## config.mk

```make
export PLATFORM = sky130hd
export DESIGN_NAME = hub75_scan_ctrl
export DESIGN_NICKNAME = d
export VERILOG_FILES = /design/src/rtl/hub75_scan_ctrl.sv
export SDC_FILE = /design/constraint.sdc
export NUM_CORES = 1
export LEC_CHECK = 0
export CAP_MARGIN = 0
export CORE_MARGIN = 3
export CORE_UTILIZATION = 53
export CTS_CLUSTER_SIZE = 40
export DETAILED_ROUTE_END_ITERATION = 8
export PLACE_DENSITY = 0.83
export SKIP_CTS_REPAIR_TIMING = 1
export SYNTH_ARGS = -nofsm -noshare
export SYNTH_HDL_FRONTEND = slang
export SYNTH_SLANG_ARGS = --single-unit
export TNS_END_PERCENT = 20
```

## constraint.sdc

```tcl
create_clock -name i_clk -period 7.9 [get_ports i_clk]
set_input_delay 2.37 -clock i_clk [delete_from_list [all_inputs] [get_ports i_clk]]
set_output_delay 2.37 -clock i_clk [all_outputs]
set_load 0.02 [all_outputs]
```

## src/rtl/hub75_scan_ctrl.sv

```systemverilog
// HUB75 LED-matrix scan controller: fetches top/bottom pixel pairs, shifts one bit plane per
// row into the panel, then latches and displays it for a binary-weighted time (BCM).
module hub75_scan_ctrl #(
  parameter int unsigned COLS      = 64,
  parameter int unsigned ROWS_HALF = 16,
  parameter int unsigned BPP       = 4,
  parameter int unsigned BASE_TIME = 8,
  localparam int unsigned ROW_W    = $clog2(ROWS_HALF),
  localparam int unsigned COL_W    = $clog2(COLS)
) (
  input  logic             i_clk,
  input  logic             i_rst,
  input  logic             i_enable,
  output logic [COL_W-1:0] o_rd_col,
  output logic [ROW_W-1:0] o_rd_row,
  input  logic [3*BPP-1:0] i_pix_top,
  input  logic [3*BPP-1:0] i_pix_bot,
  output logic [1:0]       o_data_r,
  output logic [1:0]       o_data_g,
  output logic [1:0]       o_data_b,
  output logic             o_clk,
  output logic             o_latch,
  output logic             o_blank,
  output logic [ROW_W-1:0] o_row_addr,
  output logic             o_frame_done
);

  localparam int unsigned SH_W    = COL_W + 1;
  localparam int unsigned PLANE_W = (BPP > 1) ? $clog2(BPP) : 1;
  localparam int unsigned DISP_W  = $clog2((BASE_TIME << (BPP - 1)) + 1);

  typedef enum logic [2:0] {
    StIdle,
    StPrefetch,
    StShift,
    StBlank,
    StLatch,
    StDisplay
  } state_e;

  state_e              state_q, state_d;
  logic [SH_W-1:0]     shift_cnt_q, shift_cnt_d;
  logic [DISP_W-1:0]   disp_cnt_q, disp_cnt_d;
  logic [PLANE_W-1:0]  plane_q, plane_d;
  logic [ROW_W-1:0]    row_q, row_d;
  logic [ROW_W-1:0]    row_addr_q, row_addr_d;
  logic [5:0]          data_q, data_d;

  logic [BPP-1:0]      top_r, top_g, top_b, bot_r, bot_g, bot_b;
  logic [5:0]          pix_bits;
  logic [DISP_W-1:0]   disp_len;
  logic                shift_last, disp_last, plane_last, row_last;

  assign top_r = i_pix_top[3*BPP-1:2*BPP];
  assign top_g = i_pix_top[2*BPP-1:BPP];
  assign top_b = i_pix_top[BPP-1:0];
  assign bot_r = i_pix_bot[3*BPP-1:2*BPP];
  assign bot_g = i_pix_bot[2*BPP-1:BPP];
  assign bot_b = i_pix_bot[BPP-1:0];

  // Packed as {r[bot,top], g[bot,top], b[bot,top]} for the current plane.
  assign pix_bits = {bot_r[plane_q], top_r[plane_q], bot_g[plane_q], top_g[plane_q],
                     bot_b[plane_q], top_b[plane_q]};

  assign disp_len   = DISP_W'(BASE_TIME) << plane_q;
  assign shift_last = (shift_cnt_q == SH_W'(2 * COLS - 1));
  assign disp_last  = (disp_cnt_q == disp_len - DISP_W'(1));
  assign plane_last = (plane_q == PLANE_W'(BPP - 1));
  assign row_last   = (row_q == ROW_W'(ROWS_HALF - 1));

  always_ff @(posedge i_clk) begin
    if (i_rst) begin
      state_q     <= StIdle;
      shift_cnt_q <= '0;
      disp_cnt_q  <= '0;
      plane_q     <= '0;
      row_q       <= '0;
      row_addr_q  <= '0;
      data_q      <= '0;
    end else begin
      state_q     <= state_d;
      shift_cnt_q <= shift_cnt_d;
      disp_cnt_q  <= disp_cnt_d;
      plane_q     <= plane_d;
      row_q       <= row_d;
      row_addr_q  <= row_addr_d;
      data_q      <= data_d;
    end
  end

  always_comb begin
    state_d     = state_q;
    shift_cnt_d = shift_cnt_q;
    disp_cnt_d  = disp_cnt_q;
    plane_d     = plane_q;
    row_d       = row_q;
    row_addr_d  = row_addr_q;
    data_d      = data_q;
    unique case (state_q)
      StIdle: begin
        if (i_enable) state_d = StPrefetch;
      end
      StPrefetch: begin
        shift_cnt_d = '0;
        state_d     = StShift;
      end
      StShift: begin
        // Capture on the even cycle so data stays put across the rising o_clk.
        if (!shift_cnt_q[0]) data_d = pix_bits;
        if (shift_last) begin
          state_d = StBlank;
        end else begin
          shift_cnt_d = shift_cnt_q + SH_W'(1);
        end
      end
      StBlank: begin
        // Row select moves while LATCH is still blanked.
        row_addr_d = row_q;
        state_d    = StLatch;
      end
      StLatch: begin
        disp_cnt_d = '0;
        state_d    = StDisplay;
      end
      StDisplay: begin
        if (disp_last) begin
          if (plane_last) begin
            plane_d = '0;
            row_d   = row_last ? '0 : row_q + ROW_W'(1);
          end else begin
            plane_d = plane_q + PLANE_W'(1);
          end
          state_d = i_enable ? StPrefetch : StIdle;
        end else begin
          disp_cnt_d = disp_cnt_q + DISP_W'(1);
        end
      end
      default: state_d = StIdle;
    endcase
  end

  always_comb begin
    o_rd_col     = '0;
    o_rd_row     = row_q;
    o_clk        = 1'b0;
    o_latch      = 1'b0;
    o_blank      = 1'b1;
    o_row_addr   = row_addr_q;
    o_frame_done = 1'b0;
    o_data_r     = '0;
    o_data_g     = '0;
    o_data_b     = '0;
    unique case (state_q)
      StShift: begin
        // Odd cycles already address the next column.
        o_rd_col = shift_cnt_q[SH_W-1:1] + COL_W'(shift_cnt_q[0]);
        o_clk    = shift_cnt_q[0];
        {o_data_r, o_data_g, o_data_b} = shift_cnt_q[0] ? data_q : pix_bits;
      end
      StLatch: o_latch = 1'b1;
      StDisplay: begin
        o_blank      = 1'b0;
        o_frame_done = disp_last && plane_last && row_last;
      end
      default: ;
    endcase
  end

endmodule

```

**Yosys cells after proc, flatten, opt, wreduce, memory -nomap -nowiden**

Cells that the tools add are included.

- Add/subtract/negate cells: 6
- Magnitude comparators: 1
- Eq/ne operators: 14
- Shift operators: 1
- Multiplexer cells: 32
- Reduce and logical (&&, ||, !) cells: 10

Operators by type and width:

| operator | number |
|---|---|
| one-hot mux 7 bit (2 select lines) | 2 |
| one-hot mux 3 bit (6 select lines) | 1 |
| adder 7 x 1 -> 7 bit, second input constant | 2 |
| two-way mux 7 bit | 2 |
| binary-select mux 1 bit (select 2 bit) | 6 |
| two-way mux 6 bit | 2 |
| two-way mux 1 bit | 11 |
| != test 2 bit, second input constant | 5 |
| two-way mux 3 bit | 3 |
| two-way mux 2 bit | 4 |
| equality test 7 bit | 1 |
| equality test 7 bit, second input constant | 1 |
| left shift 4 x 2 -> 7 bit, first input constant | 1 |
| subtractor 7 x 1 -> 7 bit, second input constant | 1 |
| adder 6 x 1 -> 6 bit | 1 |
| equality test 3 x 2 -> 1 bit, second input constant | 2 |
| equality test 3 bit, second input constant | 2 |
| AND reduction 2 bit | 3 |
| AND reduction 3 bit | 2 |
| adder 4 x 1 -> 4 bit, second input constant | 1 |
| equality test 4 bit, second input constant | 1 |
| two-way mux 4 bit | 1 |
| nonzero test 2 bit | 2 |
| equality test 3 x 1 -> 1 bit, second input constant | 1 |
| 5 further kinds | 6 |

- Register bits: 33
- Input port bits: 27
- Output and inout port bits: 24
- Logic and storage cells: 71

**Depth between registers and ports, before layout**

Gate-level depths: netlist (run 1).

- Word-level depth: 6
- Depth in mapped cells: 8
- Depth with buffers taken out: 7

**Worst setup path after synthesis (run 1)**

OpenSTA, ideal clock, no wires.

- Path type: input -> output
- Start point: input i_pix_top[3]
- End point: output o_data_b[0]
- Arrival time: 3.047 ns
- Setup slack: 2.483 ns
- Stages: 3
- Path buffers: 0
- Cells stage by stage: mux4_2 nand2_1 a21oi_1

- Longest elaborated chain between the ends: 4

Ends and longest elaborated chain:

| element | line | source |
|---|---|---|
| from (decl) | 16 | `input logic [3*BPP-1:0] i_pix_top,` |
| binary-select mux 1 bit (select 2 bit) | 63 | `bot_b[plane_q], top_b[plane_q]};` |
| two-way mux 1 bit (implied by the code) | 63 |  |
| two-way mux 6 bit | - |  |
| two-way mux 2 bit | 153 | `unique case (state_q)` |
| to (decl) | 20 | `output logic [1:0] o_data_b,` |

Every way passes these cells. The select of a mux whose other input is x is not followed.

**Worst setup path in the final report (run 1)**

- Start point: input i_pix_top[8]
- End point: output o_data_r[0]

- Longest elaborated chain between the ends: 4

Ends and longest elaborated chain:

| element | line | source |
|---|---|---|
| binary-select mux 1 bit (select 2 bit) | 62 | `assign pix_bits = {bot_r[plane_q], top_r[plane_q], bot_g[plane_q], top_g[plane_q],` |
| two-way mux 1 bit (implied by the code) | 62 |  |
| two-way mux 6 bit | - |  |
| two-way mux 2 bit | 153 |  |
| to (decl) | 18 | `output logic [1:0] o_data_r,` |

Every way passes these cells. The select of a mux whose other input is x is not followed.

==> results.txt, run 1 <==
----------------------------------------------------
[Run status]
  Outcome ... finished, final reports clean

[Critical path]
  Crit path largest cell delay ... approximately 580 ps
  Category of the most critical setup path ... primary input to output pin
  Worst endpoint required time ... ~5500 ps
  Kind of launch point of the worst setup path ... primary input
  Worst path buffer plus inverter count ... 2
  Most used cell, CP ... clkdlybuf4s50_1
  Capturing element type of the critical path ... output pin
  Critical path's top delay family ... buffers and inverters
  Crit-path slowest cell ... clkdlybuf4s50_1
  Series of cell instances along the critical path ... clkdlybuf4s50_1 -> mux4_2 -> nand2_1 -> a21oi_1 -> clkdlybuf4s50_1
  Worst endpoint data arrival time ... 3990 ps
  Highest fanout seen on the critical path ... 2

[Logic synthesis]
  Synth Instances ... 243
  Share of synthesized cell area in full adder, half adder and majority cells ... 4.96%
  Compound-Gate Fraction of Synth Area ... between 15 and 20%
  Avg Synthesized Cell Area ... 8.31 um^2
  Largest family of logic cells by synthesized area ... simple AND/OR/NAND/NOR gates
  Sequential-to-total area share from yosys stat ... 32.7%
  Number of warning messages in the yosys log ... 0
  Number of flops mapped to enable cells by yosys ... 0
  Flip-flop and latch count after synthesis ... 33
  Primary FF master, synth ... dfxtp_1
  Syn nets ... between 200 and 300
  Post-synthesis instance area ... 2020 um^2
  Post-synthesis cell type count ... 45
  Xor and xnor area share after synthesis ... about 4.3%
  Mux cell area share after synthesis ... between 10 and 15%
  Async SR Flop Fraction ... 0%
  Simple-gate share of the synthesized area ... between 20% and 30%

[Floorplanning]
  Width of the die ... 67.7 um
  Starting density of the core ... 57.8%
  Core Area ... roughly 3500 um^2
  Cell Rows ... 21
  Die Area ... between 4000 and 5000 um^2
  Overall die height ... roughly 68 um
  Num ports ... 51

[Clocking]
  Clock buffers created by TritonCTS ... 5
  CTS H-tree lvls ... 2
  Clock slew at the register clock pins of the worst setup and hold paths ... roughly 70 ps
  Library cell used as clock root buffer ... clkbuf_8
  Worst skew pair latency ... around 280 ps
  CTS tree ... built
  CTS Sinks ... 33
  Clock Tree Buf Depth ... 2

[Placed design]
  Number of buffers inserted by port buffering ... 50
  HPWL after detailed placement ... roughly 3400 um
  Global placement routability congestion ... around 0.81

[Global routing]
  Overall overflow remaining after global route ... 0
  Pin count of the biggest net entering global routing ... 33
  Total global-route track usage ... between 20% and 30%
  Via count of the first global-routing pass ... around 1800
  First-pass GRT wire length ... between 7000 and 8000 um
  Initial antenna violation count ... 0

[Cells and area]
  Highest-count cells in the layout ignoring fill and taps ... clkdlybuf4s50_1 (50), nand2_1 (34), dfxtp_1 (33)
  P&R area growth vs syn ... 29.6%
  Net count, final ... approximately 320
  Most common cell after layout, fill and taps aside ... clkdlybuf4s50_1
  Antenna diodes ... 0
  Ratio of cells with drive above 1 in the final layout ... 8.45%

[Timing]
  Final worst path period need ... 6360 ps
  Fin. max-slew vios ... 0
  Transition time of the tightest slew-check pin ... between 600 and 700 ps
  Hold Vio Cnt, Final ... 0
  Total of endpoints with negative setup slack in the final report ... 0
  Period utilization ... 80.6%
  Setup repair after global routing missed its margin ... false
  Relative slew slack ... 57.8%
  Setup Total Neg Slack ... 0 ps
  Setup Skew ... between 4 and 5 ps
  Max Clk Rate ... approximately 160 MHz

[Drt]
  Vias per inst ... around 5.7
  Residual DRC ... 0
  Final routed wirelength across all metal layers ... about 4600 um
  DR pass1 iterations ... 4
  Post-DR wirelength/cell ... 14.0 um
  Violation count after the first detailed-route iteration ... between 100 and 150
  Via total after detailed routing ... around 1900
  Antenna Violating Nets Remaining ... 0

[Pwr]
  Power density over cell area ... between 150 and 200 nW/um^2
  Worst vdd ir ... approximately 0.13 mV
  Leakage power total ... between 0.0009 and 0.001 uW
  Overall power ... 503 uW

[Flow run]
  Max-cap violations ... 0

[Min path]
  Worst min-delay path category ... register to register

----------------------------------------------------
==> logic make-up (layout without fill, tap and decap cells) <==
family | count (synthesis) | count (layout)
AO/OA/AOI/OAI | 51 | 51
XOR/XNOR | 10 | 10
adder cells (fa/ha/maj) | 8 | 8
buffers and inverters | 28 | 69
flip-flops | 33 | 33
multiplexers | 19 | 19
AND/OR/NAND/NOR | 94 | 94
==> worst paths after layout <==
path | slack [ps] | from | to | cells past startpoint
min reg2reg | 490 | data_q[3]$_SDFFE_PP0P_ | data_q[3]$_SDFFE_PP0P_ | 2
max reg2reg | 5350 | plane_q[0]$_SDFFE_PP0P_ | plane_q[0]$_SDFFE_PP0P_ | 6
min | 490 | data_q[3]$_SDFFE_PP0P_ | data_q[3]$_SDFFE_PP0P_ | 2
max | 1540 | i_pix_top[8] | o_data_r[0] | 5
==> layout make-up <==
cell class | instances | area (um^2)
Sequential cell | 33 | 661
Fill cell | 274 | 878
Clock buffer | 7 | 86.3
Tap cell | 46 | 57.6
Inverter | 10 | 37.5
Clock inverter | 1 | 30.0
Timing Repair Buffer | 51 | 508
Multi-Input combinational cell | 182 | 1240
==> registers in the layout, summed over array words and instances (netlist names) <==
name,flops
state_q,3
o_row_addr,4
shift_cnt_q,7
disp_cnt_q,7
o_rd_row,4
plane_q,2
data_q,6
==> worst reg2reg max path, stage by stage (launching register included) <==
cell and delay [ps]:
dfxtp_1 710, ha_1 270, xor2_1 210, mux2i_1 580, nand3_1 230, or3_1 350, a21oi_1 140
==> power breakdown <==
group | switching (uW) | total [uW] | internal [uW]
sequential | 24.3 | 204 | 180
clock | 60.2 | 163 | 103
combinational | 78.8 | 136 | 57.2
==> metal layers <==
layer  up-vias  part of all wire [%]  GRT usage, %  routed length [um]
met5         -                     0             0                   0
met4         0                   1.5          7.59                  68
met3         9                   6.6          5.66                 305
met2        55                    47          37.7                2190
met1       871                    45          26.4                2060
li1        932                     -             -                   -
==> cell usage after synthesis (all sizes together) (4+ instances only) <==
library cell,instances,share of area (%)
nand3,8,2.6
buf,5,1.7
inv,10,1.9
nand2,34,6.3
mux4,6,6.7
xor2,5,2.2
nor2,27,5.0
and3,4,1.2
xnor2,5,2.2
clkbuf,13,2.4
ha,8,5.0
o21ai,10,2.5
mux2i,11,6.1
dfxtp,33,33
a21oi,27,6.7
==> stage by stage <==
| stage | instances | setup WS [ps] | area (um^2) | hold WS [ps] | util (%) |
|---|---|---|---|---|---|
| after floorplan | 243 | 2480 | 2020 | 454 | - |
| after CTS | 330 | 1530 | 2620 | 488 | 74.9 |
| after detailed placement | 322 | 1540 | 2500 | 478 | 71.5 |
| after global routing | 330 | 1470 | 2620 | 514 | 74.9 |
| final | 330 | 1540 | 2620 | 491 | 74.9 |
| after global placement | 322 | 1560 | 2500 | 460 | 71.5 |
Note: power is estimated with default switching activity, not from simulation.
==> inputs of run 2 (changes only) <==
--- a/config.mk
+++ b/config.mk
@@ -7,10 +7,10 @@
 export LEC_CHECK = 0
 export CAP_MARGIN = 0
 export CORE_MARGIN = 3
-export CORE_UTILIZATION = 53
+export CORE_UTILIZATION = 49
 export CTS_CLUSTER_SIZE = 40
 export DETAILED_ROUTE_END_ITERATION = 8
-export PLACE_DENSITY = 0.83
+export PLACE_DENSITY = 0.78
 export SKIP_CTS_REPAIR_TIMING = 1
 export SYNTH_ARGS = -nofsm -noshare
 export SYNTH_HDL_FRONTEND = slang
==> constraint.sdc (replaced) <==
create_clock -name i_clk -period 5.95 [get_ports i_clk]
set_input_delay 1.785 -clock i_clk [delete_from_list [all_inputs] [get_ports i_clk]]
set_output_delay 1.785 -clock i_clk [all_outputs]
set_load 0.02 [all_outputs]
==> results.txt, run 2 (synthesized netlist as in run 1, its figures left out) <==
----------------------------------------------------
[Run status]
  Outcome ... finished, final reports clean

[Timing]
  Hold Vio Cnt, Final ... 0
  Setup Skew ... 8.69 ps
  Final worst path period need ... between 5000 and 6000 ps
  Fin. max-slew vios ... 0
  Max Clk Rate ... around 190 MHz
  Period utilization ... 87.1%
  Setup Total Neg Slack ... 0 ps
  Relative slew slack ... 53.5%
  Setup repair after global routing missed its margin ... false
  Transition time of the tightest slew-check pin ... between 600 and 700 ps
  Total of endpoints with negative setup slack in the final report ... 0

[Drt]
  Final routed wirelength across all metal layers ... between 4000 and 5000 um
  Vias per inst ... 5.52
  Post-DR wirelength/cell ... approximately 14 um
  Residual DRC ... 0
  Via total after detailed routing ... approximately 1800
  Antenna Violating Nets Remaining ... 0
  Violation count after the first detailed-route iteration ... 80
  DR pass1 iterations ... 4

[Cells and area]
  Antenna diodes ... 0
  Ratio of cells with drive above 1 in the final layout ... 8.80%
  Post-layout util ... about two thirds
  Layout Cells excl Fill ... approximately 330
  Number of fillers in the final layout ... about 320
  P&R area growth vs syn ... 29.9%
  Cell area after layout ... ~2600 um^2
  Highest-count cells in the layout ignoring fill and taps ... clkdlybuf4s50_1 (50), nand2_1 (34), dfxtp_1 (33)
  Net count, final ... about 320
  Registers with the highest flip-flop counts ... disp_cnt_q x7, shift_cnt_q x7, data_q x6
  Most common cell after layout, fill and taps aside ... clkdlybuf4s50_1

[Global routing]
  Met2 layer usage reported by global route ... between 30% and 40%
  Via count of the first global-routing pass ... around 1800
  Total global-route track usage ... 19.9%
  Met1 Resource Use GR ... 23.3%
  Pin count of the biggest net entering global routing ... 33
  Overall overflow remaining after global route ... 0
  Layer with the highest usage after global routing ... met2
  Fraction of met3 tracks used by global routing ... around 5.5%
  Initial antenna violation count ... 0
  First-pass GRT wire length ... 8070 um

[Critical path]
  Series of cell instances along the critical path ... clkdlybuf4s50_1 -> mux4_2 -> nand2_1 -> a21oi_1 -> clkdlybuf4s50_1
  Capturing element type of the critical path ... output pin
  Worst endpoint required time ... 4160 ps
  Most used cell, CP ... clkdlybuf4s50_1
  Worst setup slack for register-to-register paths ... between 3000 and 4000 ps
  Critical path's top delay family ... buffers and inverters
  Kind of launch point of the worst setup path ... primary input
  Startpoint of the lowest-slack register-to-register path ... plane_q[0]$_SDFFE_PP0P_
  Cells on worst reg2reg path ... 6
  Crit path largest cell delay ... 560 ps
  Worst endpoint data arrival time ... between 3000 and 4000 ps
  Worst path buffer plus inverter count ... 2
  Category of the most critical setup path ... primary input to output pin
  Worst flop-to-flop path endpoint ... plane_q[0]$_SDFFE_PP0P_
  Highest fanout seen on the critical path ... 2
  Crit-path slowest cell ... clkdlybuf4s50_1

[Pwr]
  Power density over cell area ... between 200 and 300 nW/um^2
  Leakage power total ... just over 0.0009 uW
  Worst vdd ir ... ~0.15 mV

[Clocking]
  Clock buffers created by TritonCTS ... 5
  CTS tree ... built
  CTS H-tree lvls ... 2
  Library cell used as clock root buffer ... clkbuf_8
  Clock Tree Buf Depth ... 2
  CTS Sinks ... 33
  Clock slew at the register clock pins of the worst setup and hold paths ... ~60 ps
  Worst skew pair latency ... 290 ps

[Placed design]
  HPWL after detailed placement ... 3240 um
  Number of buffers inserted by port buffering ... 50
  Global placement routability congestion ... between 0.8 and 0.9
  Cell count after placement ... between 300 and 400
  Placed standard-cell area ... roughly 2500 um^2

[Floorplanning]
  Overall die height ... 70.2 um
  Cell Rows ... 22
  Num ports ... 51
  Starting density of the core ... a little over half
  Width of the die ... between 70 and 80 um
  Die Area ... approximately 4900 um^2
  Core Area ... ~3800 um^2

[Flow run]
  Max-cap violations ... 0

[Min path]
  Count of cells along the worst hold path ... 2
  WHS Endpoint ... data_q[5]$_SDFFE_PP0P_
  Min-Delay Startpoint ... data_q[5]$_SDFFE_PP0P_
  Worst min-delay path category ... register to register

----------------------------------------------------
-- run 2: cell count changes in the layout (fill, tap and decap cells not counted), sizes merged --
| cell | before | now |
|---|---|---|
| clkbuf | 7 | 6 |
| clkinvlp | 0 | 1 |
-- run 2: worst register-to-register path: cells and delay by family, from the launching register on --
| kind | cells | cell delay, ps |
|---|---|---|
| AOI/OAI and AO/OA | 1 | 130 |
| muxes | 1 | 620 |
| DFF | 1 | 700 |
| xor gates and xnor gates | 1 | 220 |
| adders and majority gates | 1 | 270 |
| and+or+nand+nor | 2 | 600 |
-- run 2: report_power, final --
| group | leakage, uW | internal [uW] | switching (uW) |
|---|---|---|---|
| logic | 0.000605 | 76.0 | 105 |
| registers | 0.000267 | 239 | 30.5 |
| clock network | 0.0000574 | 136 | 85.2 |
-- run 2: how the worst max path moves through the flow --
stage                       startpoint           to  slack [ps]  cells after the start
after floorplan           i_pix_top[3]  o_data_b[0]        1700                      3
after global placement    i_pix_bot[7]  o_data_g[1]         770                      5
after detailed placement  i_pix_top[3]  o_data_b[0]         750                      5
after CTS                 i_pix_top[3]  o_data_b[0]         760                      5
after global routing      i_pix_bot[3]  o_data_b[1]         710                      5
final                     i_pix_top[3]  o_data_b[0]         770                      5
-- run 2: final cells by class --
| class | instances | area, um^2 | area share, % |
|---|---|---|---|
| multi-input combinational | 182 | 1240 | 47.1 |
| sequential | 33 | 661 | 25.2 |
| timing repair buffer | 51 | 508 | 19.4 |
| clock buffer | 6 | 82.6 | 3.15 |
| tap | 48 | 60.1 | 2.29 |
| clock inverter | 2 | 37.5 | 1.43 |
| inverter | 10 | 37.5 | 1.43 |
-- run 2: per-layer routing --
metal / wire length (um) / part of all wire [%] / vias up
met4: 58 / 1.3 / 0
met3: 227 / 4.9 / 6
met1: 2090 / 45 / 844
li1: - / - / 936
met5: 0 / 0 / -
met2: 2250 / 49 / 46
-- run 2: stage by stage --
step | hold WS, ps | setup slack (ps) | total power, uW
floorplan | 454 | 1700 | 390
global placement | 460 | 774 | 451
detailed placement | 466 | 754 | 453
CTS | 475 | 757 | 674
global route | 500 | 706 | 707
finish | 475 | 767 | 671
==> inputs of run 3 (changes only) <==
--- a/config.mk
+++ b/config.mk
@@ -8,7 +8,7 @@
 export CAP_MARGIN = 0
 export CORE_MARGIN = 3
 export CORE_UTILIZATION = 49
-export CTS_CLUSTER_SIZE = 40
+export CTS_CLUSTER_SIZE = 8
 export DETAILED_ROUTE_END_ITERATION = 8
 export PLACE_DENSITY = 0.78
 export SKIP_CTS_REPAIR_TIMING = 1
==> results of run 3 <==
The final DEF is identical to that of run 2; final timing and power are the same.
